<file path="src/rtl/pc_sequencer.sv">
// pc_sequencer: program counter, next-PC selection, condition evaluation on a
// delayed status-flag pipe, link generation and an optional return-address
// stack. Define PC_SEQ_RAS_EN to compile the return-address stack in; without
// it RET behaves as JMP_REG and the stack status outputs are tied low.
module pc_sequencer #(
    parameter int                ADDR_W     = 32,
    parameter logic [ADDR_W-1:0] RESET_PC   = '0,
    parameter int                FLAG_DELAY = 2,
    parameter int                RAS_DEPTH  = 4
) (
    input  logic              clk,
    input  logic              rst_n,
    input  logic              stall,
    input  logic [2:0]        flag_in,
    input  logic              flag_we,
    input  logic [2:0]        br_op,
    input  logic [2:0]        br_cond,
    input  logic              link,
    input  logic [15:0]       imm_off,
    input  logic [25:0]       jtarget,
    input  logic [ADDR_W-1:0] reg_tgt,
    input  logic [ADDR_W-1:0] mem_tgt,
    output logic [ADDR_W-1:0] pc,
    output logic [ADDR_W-1:0] pc_plus4,
    output logic              taken,
    output logic              link_we,
    output logic [ADDR_W-1:0] link_addr,
    output logic [2:0]        flags_d,
    output logic              ras_ovf,
    output logic              ras_unf
);

    localparam logic [2:0] OP_BR_REL  = 3'd1;
    localparam logic [2:0] OP_JMP_ABS = 3'd2;
    localparam logic [2:0] OP_JMP_REG = 3'd3;
    localparam logic [2:0] OP_JMP_MEM = 3'd4;
    localparam logic [2:0] OP_RET     = 3'd5;

    logic [ADDR_W-1:0] pc_q, pc_d;
    logic [2:0]        flag_q [FLAG_DELAY];
    logic [2:0]        flag_d [FLAG_DELAY];
    logic              cond_ok;
    logic              is_xfer;
    logic [ADDR_W-1:0] rel_off, rel_tgt, abs_tgt, reg_aligned, mem_aligned;
    logic [ADDR_W-1:0] target;

    // Only the word-aligned part of the register/memory targets is used.
    logic unused_low_bits;
    assign unused_low_bits = ^{reg_tgt[1:0], mem_tgt[1:0]};

    assign pc        = pc_q;
    assign pc_plus4  = pc_q + ADDR_W'(4);
    assign link_addr = pc_plus4;
    assign flags_d   = flag_q[FLAG_DELAY-1];

    // Flag pipe: stage 0 optionally loads flag_in, later stages shift.
    for (genvar gi = 0; gi < FLAG_DELAY; gi++) begin : g_flag
        if (gi == 0) begin : g_first
            assign flag_d[gi] = flag_we ? flag_in : flag_q[gi];
        end else begin : g_rest
            assign flag_d[gi] = flag_q[gi-1];
        end
    end

    // Condition codes evaluated on the oldest flag stage {V, N, Z}.
    always_comb begin
        cond_ok = 1'b0;
        case (br_cond)
            3'd0: cond_ok = 1'b1;
            3'd1: cond_ok = flags_d[0];
            3'd2: cond_ok = !flags_d[0];
            3'd3: cond_ok = flags_d[1];
            3'd4: cond_ok = flags_d[1] | flags_d[0];
            3'd5: cond_ok = !flags_d[1] & !flags_d[0];
            3'd6: cond_ok = flags_d[2];
            default: cond_ok = 1'b0;
        endcase
    end

    assign is_xfer = (br_op >= OP_BR_REL) && (br_op <= OP_RET);
    assign taken   = is_xfer & cond_ok;
    assign link_we = taken & link & !stall;

    assign rel_off     = {{(ADDR_W-18){imm_off[15]}}, imm_off, 2'b00};
    assign rel_tgt     = pc_plus4 + rel_off;
    assign reg_aligned = {reg_tgt[ADDR_W-1:2], 2'b00};
    assign mem_aligned = {mem_tgt[ADDR_W-1:2], 2'b00};

    // With a 28-bit PC the absolute jump covers the whole space.
    if (ADDR_W > 28) begin : g_abs_wide
        assign abs_tgt = {pc_plus4[ADDR_W-1:28], jtarget, 2'b00};
    end else begin : g_abs_narrow
        assign abs_tgt = {jtarget, 2'b00};
    end

`ifdef PC_SEQ_RAS_EN
    localparam int PW = $clog2(RAS_DEPTH);

    logic [ADDR_W-1:0] ras_q [RAS_DEPTH];
    logic [PW-1:0]     ptr_q, ptr_d;
    logic [PW:0]       cnt_q, cnt_d;
    logic              ovf_q, ovf_d;
    logic [PW-1:0]     top_idx, wr_idx;
    logic              wr_en, do_push, do_pop, ras_empty, ras_full;
    logic [ADDR_W-1:0] ras_tgt;

    assign top_idx   = ptr_q - PW'(1);
    assign ras_empty = (cnt_q == '0);
    assign ras_full  = (cnt_q == (PW+1)'(RAS_DEPTH));
    assign do_pop    = taken & (br_op == OP_RET) & !stall;
    assign do_push   = taken & link & !stall;
    assign ras_tgt   = ras_empty ? reg_aligned : ras_q[top_idx];
    assign ras_unf   = do_pop & ras_empty;
    assign ras_ovf   = ovf_q;

    // Stack bookkeeping: ptr is the next free slot; a full push overwrites the oldest.
    always_comb begin
        ptr_d  = ptr_q;
        cnt_d  = cnt_q;
        ovf_d  = ovf_q;
        wr_en  = 1'b0;
        wr_idx = ptr_q;
        if (do_pop && !ras_empty) begin
            if (do_push) begin
                wr_en  = 1'b1;
                wr_idx = top_idx;
            end else begin
                ptr_d = top_idx;
                cnt_d = cnt_q - (PW+1)'(1);
            end
        end else if (do_push) begin
            wr_en  = 1'b1;
            wr_idx = ptr_q;
            ptr_d  = ptr_q + PW'(1);
            if (ras_full) begin
                ovf_d = 1'b1;
            end else begin
                cnt_d = cnt_q + (PW+1)'(1);
            end
        end
    end

    // Stack pointer, occupancy and sticky overflow.
    always_ff @(posedge clk or negedge rst_n) begin
        if (!rst_n) begin
            ptr_q <= '0;
            cnt_q <= '0;
            ovf_q <= 1'b0;
        end else begin
            ptr_q <= ptr_d;
            cnt_q <= cnt_d;
            ovf_q <= ovf_d;
        end
    end

    // Stack storage; contents are meaningless while the count is zero.
    always_ff @(posedge clk) begin
        if (wr_en) begin
            ras_q[wr_idx] <= pc_plus4;
        end
    end
`else
    logic unused_ras_cfg;
    assign unused_ras_cfg = ^RAS_DEPTH;
    assign ras_ovf        = 1'b0;
    assign ras_unf        = 1'b0;
`endif

    // Target selection for each transfer type.
    always_comb begin
        target = pc_plus4;
        case (br_op)
            OP_BR_REL:  target = rel_tgt;
            OP_JMP_ABS: target = abs_tgt;
            OP_JMP_REG: target = reg_aligned;
            OP_JMP_MEM: target = mem_aligned;
`ifdef PC_SEQ_RAS_EN
            OP_RET:     target = ras_tgt;
`else
            OP_RET:     target = reg_aligned;
`endif
            default:    target = pc_plus4;
        endcase
    end

    // Next PC: redirect when taken, otherwise sequential; hold under stall.
    always_comb begin
        pc_d = pc_q;
        if (!stall) begin
            pc_d = taken ? target : pc_plus4;
        end
    end

    // PC and flag pipe registers.
    always_ff @(posedge clk or negedge rst_n) begin
        if (!rst_n) begin
            pc_q <= RESET_PC;
            for (int i = 0; i < FLAG_DELAY; i++) begin
                flag_q[i] <= 3'b000;
            end
        end else if (!stall) begin
            pc_q <= pc_d;
            for (int i = 0; i < FLAG_DELAY; i++) begin
                flag_q[i] <= flag_d[i];
            end
        end
    end

endmodule

</file>
<file path="config.mk">
export PLATFORM = sky130hd
export DESIGN_NAME = pc_sequencer
export DESIGN_NICKNAME = d
export VERILOG_FILES = /design/src/rtl/pc_sequencer.sv
export SDC_FILE = /design/constraint.sdc
export NUM_CORES = 1
export LEC_CHECK = 0
export ABC_AREA = 1
export CORE_UTILIZATION = 35
export DETAILED_ROUTE_END_ITERATION = 12
export HOLD_SLACK_MARGIN = 0.1
export PLACE_DENSITY_LB_ADDON = 0.12
export SLEW_MARGIN = 30
export SYNTH_ARGS = -nofsm -noshare
export SYNTH_HDL_FRONTEND = slang
export SYNTH_SLANG_ARGS = --single-unit
</file>
<file path="constraint.sdc">
create_clock -name clk -period 4.15 [get_ports clk]
set_input_delay 1.0375 -clock clk [delete_from_list [all_inputs] [get_ports clk]]
set_output_delay 1.0375 -clock clk [all_outputs]
set_load 0.05 [all_outputs]
</file>
==> results.yml, run 1 <==
placement:
  hpwl_um: 19300
  gp_congestion: 0.923
  port_buffers: 210
  dp_slack_ns: 0.440
die:
  rows: 46
  start_util_pct: 36.1
  die_area_um2: 17000
  io_pins: 223
  die_w_um: 130
  coreArea_um2: 16000
  die_h_um: 130
drt:
  routed_wl_um: 23800
  wl_met2_um: 10900
  final_antenna_net_count: 0
  vias: 6963
  top_layer: "met4"
  vias_per_cell: 5.00
  drt_drc_violations_left: 0
  drt_iter0_drc: 488
  met1Wirelength_um: 10100
  wl_met3_um: 1970
  post_drt_wl_per_cell_um: 17.1
  dr.pass1.iters: 5
synth:
  ys.flop_type: "dfrtp_1"
  synth-warning-count: 0
  async_flop_share_pct: 100
  synthDistinctLibCells: 43
  ys_ff_latch: 36
  synth_area_per_cell_um2: 5.79
  syn-cell-area_um2: 5780
  synth-edff-count: 0
  postSynthCellCount: 997
  seq_area_frac_synth_pct: 15.6
setup_path:
  path_delay_family: "buffers and inverters"
  critical_path.slowest_cell: "clkdlybuf4s50_1"
  r2r_cells: 21
  crit_path_end_kind: "primary output"
  cpMostUsedCell: "inv_1"
  worstPathCellList: "ha_1 -> nand2_2 -> nor2_4 -> inv_1 -> nor2_2 -> xor2_1 -> inv_1 -> clkdlybuf4s50_1"
  critPathBufInv: 3
  cp_data_required_time_ns: 3.11
  worstPathMaxFanout: 5
  startpoint_type: "flop"
  timing.rr.end: "pc[21]$_DFFE_PN0N_"
  critPathMaxStageDelay_ns: 0.88
  r2r_slack_ns: 0.46
  arrival_ns: 2.95
  crit_type: "flop to primary output"
  reg2reg_from: "pc[3]$_DFFE_PN0N_"
power:
  p_int_mw: 1.73
  p_clk_share_pct: 10.5
  ir_drop_mv: 0.387
  swShare_pct: 58.1
  powerDensity_nw_per_um2: 511
  combPwrFrac_pct: 75.3
  totalPowerFinal_mw: 4.12
  seqPwrFrac_pct: 14.2
  power.leakage_nw: 3.95
  power.switching_mw: 2.39
hold_path:
  min_from: "flag_d[1]$_DFFE_PN0P_"
  hold_path_depth: 2
  holdPathEnd: "flags_d[1]$_DFFE_PN0N_"
  hp-class: "flop to flop"
sta:
  finalSetupTns_ns: 0
  hold_viol_final: 0
  setup_violations: 0
  slew_headroom_pct: 57.6
  fin_crit_ns: 3.99
  setup_ws_ns: 0.159
  max_freq_mhz: 251
  rsz0062_at_grt: "no"
  skew_ns: 0.00586
  tightest_slew_ns: 0.635
  final_max_slew_viol_count: 0
  period_share_pct: 96.2
cts:
  insertion_delay_ns: 0.29
  cts_made_buffers: 5
  cts_tree: "done"
  cts.sinks: 36
  cts_root_buf: "clkbuf_16"
  cts_hold_buf: 0
  htree_levels: 2
  clkTransAtPathRegs_ns: 0.06
  clk_path_buf_depth: 2
global_route:
  grt_max_degree: 54
  grt_overflow: 0
  grt_usage_pct: 28.4
  grt_pass1_vias: 6526
  grt_antenna_before_repair: 0
  grt_pass1_wl_um: 35600
cells_and_area:
  final_cell_mix: "nand2_1 (331), clkdlybuf4s50_1 (204), inv_1 (139)"
  syn2layout_area_growth_pct: 39.5
  layout_commonest_cell: "nand2_1"
  layout-drive-gt1-share_pct: 5.69
  nets: 1331
  antenna_cells: 0
flow_run:
  cap_viol_max_count: 0
run_status:
  status: "finished, final reports clean"
worst register-to-register path: stages, from the launching register on:
cell	delay, ns
dfrtp_1	0.43
ha_1	0.32
nand2_2	0.10
nor2_4	0.20
nand2_4	0.10
nor2_4	0.13
nand2_1	0.08
nor3_2	0.15
xor2_1	0.22
inv_1	0.14
ha_1	0.38
nand2_1	0.15
nor2_1	0.18
inv_1	0.08
nor2_1	0.26
nand4_1	0.20
nand3_1	0.14
nand2_1	0.06
nand3_1	0.10
nand2_1	0.06
nand2_1	0.07
nand2_1	0.04
worst max path at each step:
stage / startpoint / end / slack, ns / cells past startpoint
2_1_floorplan: pc[2]$_DFFE_PN0N_ / pc[16]$_DFFE_PN0N_ / 0.29 / 15
3_3_place_gp: br_op[2] / link_we / 0.45 / 6
3_5_place_dp: imm_off[15] / pc[21]$_DFFE_PN0N_ / 0.44 / 13
4_1_cts: pc[3]$_DFFE_PN0N_ / link_addr[18] / 0.14 / 10
5_1_grt: pc[3]$_DFFE_PN0N_ / pc_plus4[20] / 0.008 / 10
6_report: pc[3]$_DFFE_PN0N_ / pc_plus4[14] / 0.16 / 8
layout make-up:
cell class / count / area (µm²)
Fill cell: 1738 / 7940
Multi-Input combinational cell: 767 / 3960
Timing Repair Buffer: 226 / 2240
Sequential cell: 36 / 901
Inverter: 140 / 526
Tap cell: 216 / 270
Clock buffer: 6 / 129
Clock inverter: 2 / 35.0
Yosys cell counts, types with 2 or more instances:
cell type,count,area (µm²)
or2_2,8,50.1
o21ai_1,3,15.0
o2111ai_1,3,26.3
o22ai_1,2,12.5
nor2_2,7,43.8
nor2_4,4,45.0
buf_4,45,338
a21oi_1,60,300
nor3_1,10,50.1
xor2_1,15,131
o21ai_0,32,160
nand3_2,2,20.0
nand3_1,71,355
xnor2_1,6,52.6
a211oi_1,9,67.6
ha_1,34,425
a22o_1,22,193
inv_1,139,522
nand4_1,19,119
clkbuf_1,5,18.8
nand2_4,3,33.8
nand2_2,8,50.1
and2_1,2,12.5
nand2_1,331,1240
nor2_1,87,327
nand3b_1,3,22.5
dfrtp_1,36,901
o21bai_1,6,45.0
nor3_2,2,20.0
buf_2,10,50.1
what timing repair did:
item,in CTS,in global routing
setup endpoints to repair,0,2
gates resized for setup,0,2
buffers inserted,0,0
routing by layer:
layer	GRT usage, %	up-vias
met5	0	-
met2	48.8	330
met1	35.2	3077
li1	-	3517
met3	5.25	39
met4	10.7	0
sequential cells by signal (all words and copies together) (netlist names):
signal and cells:
flag_d 3, flags_d 3, pc 30
cells by family after synthesis:
kind of cell               count (synthesis)  share of synthesized area, %
AOI/OAI and AO/OA                        141                          14.8
and+or+nand+nor                          561                          42.1
DFF                                       36                          15.6
buffers and inverters                    201                          16.4
muxes                                      1                         0.195
other                                      1                        0.0649
xor gates and xnor gates                  21                          3.18
adders and majority gates                 35                          7.71
power by group through the flow:
stage               logic [mW]  clock network [mW]  registers [mW]
global placement          3.07                   0           0.591
finish                    3.10               0.433           0.586
floorplan                 1.89                   0           0.834
global route              3.34               0.459           0.604
CTS                       3.10               0.441           0.587
detailed placement        3.09                   0           0.593
through the flow:
stage | std cells | instance area [µm²] | hold WS, ns | util (%)
final | 1393 | 8060 | 0.472 | 50.4
after global routing | 1393 | 8060 | 0.535 | 50.4
after CTS | 1393 | 8050 | 0.479 | 50.3
after detailed placement | 1385 | 7890 | 0.476 | 49.3
after global placement | 1385 | 7890 | 0.456 | 49.3
after floorplan | 1004 | 5800 | 0.436 | -
(Power assumes the default switching activity.)
==> run 2, diff against run 1 <==
--- a/config.mk
+++ b/config.mk
@@ -9,8 +9,8 @@
 export CORE_UTILIZATION = 35
 export DETAILED_ROUTE_END_ITERATION = 12
 export HOLD_SLACK_MARGIN = 0.1
-export PLACE_DENSITY_LB_ADDON = 0.12
-export SLEW_MARGIN = 30
+export PLACE_DENSITY = 0.66
+export SLEW_MARGIN = 20
 export SYNTH_ARGS = -nofsm -noshare
 export SYNTH_HDL_FRONTEND = slang
 export SYNTH_SLANG_ARGS = --single-unit
==> run 2 against run 1 <==
Clock skew rose by 0.00089 ns. Via count up 0.17%. Hold slack improved by 0.0098 ns. Design area grew 0.20%. Largest power group unchanged. Die area is the same. Flip-flop and latch count stayed put. Total power is 0.23% higher. Sequential power up 0.7%. Final cell count shrank 0.22%. Sequential share of layout area hardly changed. Critical path depth up 1.
==> results.yml, run 2 (synthesized netlist as in run 1, its figures left out) <==
drt:
  drt_drc_violations_left: 0
  vias_per_cell: 5.02
  vias: 6975
  dr.pass1.iters: 5
  final_antenna_net_count: 0
  routed_wl_um: 23200
  drt_iter0_drc: 500
  post_drt_wl_per_cell_um: 16.7
sta:
  final_max_slew_viol_count: 0
  skew_ns: 0.00675
  tightest_slew_ns: 0.880
  period_share_pct: 97.0
  setup_violations: 0
  slew_headroom_pct: 41.3
  hold_viol_final: 0
  finalSetupTns_ns: 0
  max_freq_mhz: 248
  fin_crit_ns: 4.03
  rsz0062_at_grt: "no"
cts:
  cts_tree: "done"
  htree_levels: 2
  clk_path_buf_depth: 2
  cts_hold_buf: 0
  clkTransAtPathRegs_ns: 0.06
  cts.sinks: 36
  cts_root_buf: "clkbuf_16"
  insertion_delay_ns: 0.29
  cts_made_buffers: 5
setup_path:
  crit_type: "flop to primary output"
  cp_data_required_time_ns: 3.11
  arrival_ns: 2.99
  r2r_slack_ns: 0.35
  path_delay_family: "buffers and inverters"
  worstPathCellList: "ha_1 -> nand2_2 -> nor2_4 -> nand2_4 -> inv_1 -> nand4_1 -> xor2_1 -> inv_1 -> clkdlybuf4s50_1"
  critical_path.slowest_cell: "clkdlybuf4s50_1"
  cpMostUsedCell: "inv_1"
  startpoint_type: "flop"
  critPathMaxStageDelay_ns: 0.84
  timing.rr.end: "pc[21]$_DFFE_PN0N_"
  reg2reg_from: "pc[3]$_DFFE_PN0N_"
  crit_path_end_kind: "primary output"
  r2r_cells: 21
  worstPathMaxFanout: 5
  crit_cells: 9
  critPathBufInv: 3
cells_and_area:
  layout_commonest_cell: "nand2_1"
  syn2layout_area_growth_pct: 39.8
  final-seq-area_um2: 901
  largest_reg_flops: 30
  antenna_cells: 0
  final_cell_mix: "nand2_1 (331), clkdlybuf4s50_1 (205), inv_1 (139)"
  layout-drive-gt1-share_pct: 5.54
  fillers: 1734
  multi_input_area_um2: 3960
  nets: 1328
placement:
  gp_congestion: 0.932
  port_buffers: 210
  hpwl_um: 18900
power:
  totalPowerFinal_mw: 4.13
  powerDensity_nw_per_um2: 511
  swShare_pct: 57.6
  p_int_mw: 1.75
  p_clk_share_pct: 11.5
  ir_drop_mv: 0.397
  seqPwrFrac_pct: 14.3
  power.switching_mw: 2.38
  power.leakage_nw: 3.94
  combPwrFrac_pct: 74.2
hold_path:
  min_from: "flag_d[1]$_DFFE_PN0P_"
  hold_path_depth: 2
  hp-class: "flop to flop"
  holdPathEnd: "flags_d[1]$_DFFE_PN0N_"
die:
  io_pins: 223
  die_h_um: 130
  rows: 46
  start_util_pct: 36.1
  die_area_um2: 17000
  die_w_um: 130
  coreArea_um2: 16000
global_route:
  grt_overflow: 0
  grt_pass1_wl_um: 34400
  grt_max_degree: 54
  grt_usage_pct: 27.2
  grt_pass1_vias: 6277
  grt_antenna_before_repair: 1
flow_run:
  cap_viol_max_count: 0
run_status:
  status: "finished, final reports clean"
-- run 2: cell count changes in the layout (fill, tap and decap cells not counted) --
cell,change
dlymetal6s2s_1,-1
buf_2,+1
clkbuf_1,-1
clkdlybuf4s50_1,+1
clkinv_2,-1
buf_12,+2
buf_4,-6
clkbuf_8,+2
-- run 2: how the worst max path moves through the flow --
stage,from,end,slack (ns)
6_report,pc[3]$_DFFE_PN0N_,link_addr[24],0.12
5_1_grt,pc[3]$_DFFE_PN0N_,pc_plus4[24],0.0008
4_1_cts,pc[3]$_DFFE_PN0N_,link_addr[20],0.14
3_5_place_dp,imm_off[15],pc[21]$_DFFE_PN0N_,0.41
3_3_place_gp,imm_off[15],pc[21]$_DFFE_PN0N_,0.41
2_1_floorplan,pc[2]$_DFFE_PN0N_,pc[16]$_DFFE_PN0N_,0.29
-- run 2: worst min-delay path: stages (launching register included) --
cell and delay (ns):
dfrtp_1 0.34, nand2_1 0.06, nand2_1 0.05
-- run 2: power by group through the flow --
stage	combinational, mW	clock (mW)	sequential, mW
after CTS	3.07	0.477	0.590
after global placement	3.04	0	0.593
after detailed placement	3.05	0	0.595
final	3.07	0.475	0.590
after global routing	3.31	0.492	0.604
after floorplan	1.89	0	0.834
-- run 2: per-layer routing --
layer / wire length [µm] / vias to the layer above / track usage, %
met5: 0 / - / 0
li1: - / 3512 / -
met4: 648 / 0 / 8.72
met1: 9910 / 3105 / 34.8
met3: 2110 / 31 / 5.82
met2: 10500 / 327 / 45.7
-- run 2: area by class of cell --
type | count | share of cell area [%]
tap | 216 | 3.35
timing repair buffer | 223 | 27.7
multi-input combinational | 767 | 49.0
inverter | 140 | 6.51
clock buffer | 7 | 1.89
sequential | 36 | 11.2
clock inverter | 1 | 0.372
-- run 2: through the flow --
| stage | cell area (µm²) | hold WS, ns | setup WS [ns] | utilization [%] | std cells |
|---|---|---|---|---|---|
| floorplan | 5800 | 0.436 | 0.291 | - | 1004 |
| global placement | 7890 | 0.457 | 0.412 | 49.3 | 1382 |
| detailed placement | 7890 | 0.479 | 0.406 | 49.3 | 1382 |
| CTS | 8070 | 0.488 | 0.140 | 50.5 | 1390 |
| global route | 8080 | 0.513 | 0.000769 | 50.5 | 1390 |
| finish | 8080 | 0.482 | 0.125 | 50.5 | 1390 |
-- run 2: timing repair --
| item | 4_1_cts | 5_1_grt |
|---|---|---|
| setup endpoints to repair | 0 | 1 |
| resized for setup | 0 | 1 |
| setup buffers | 0 | 0 |
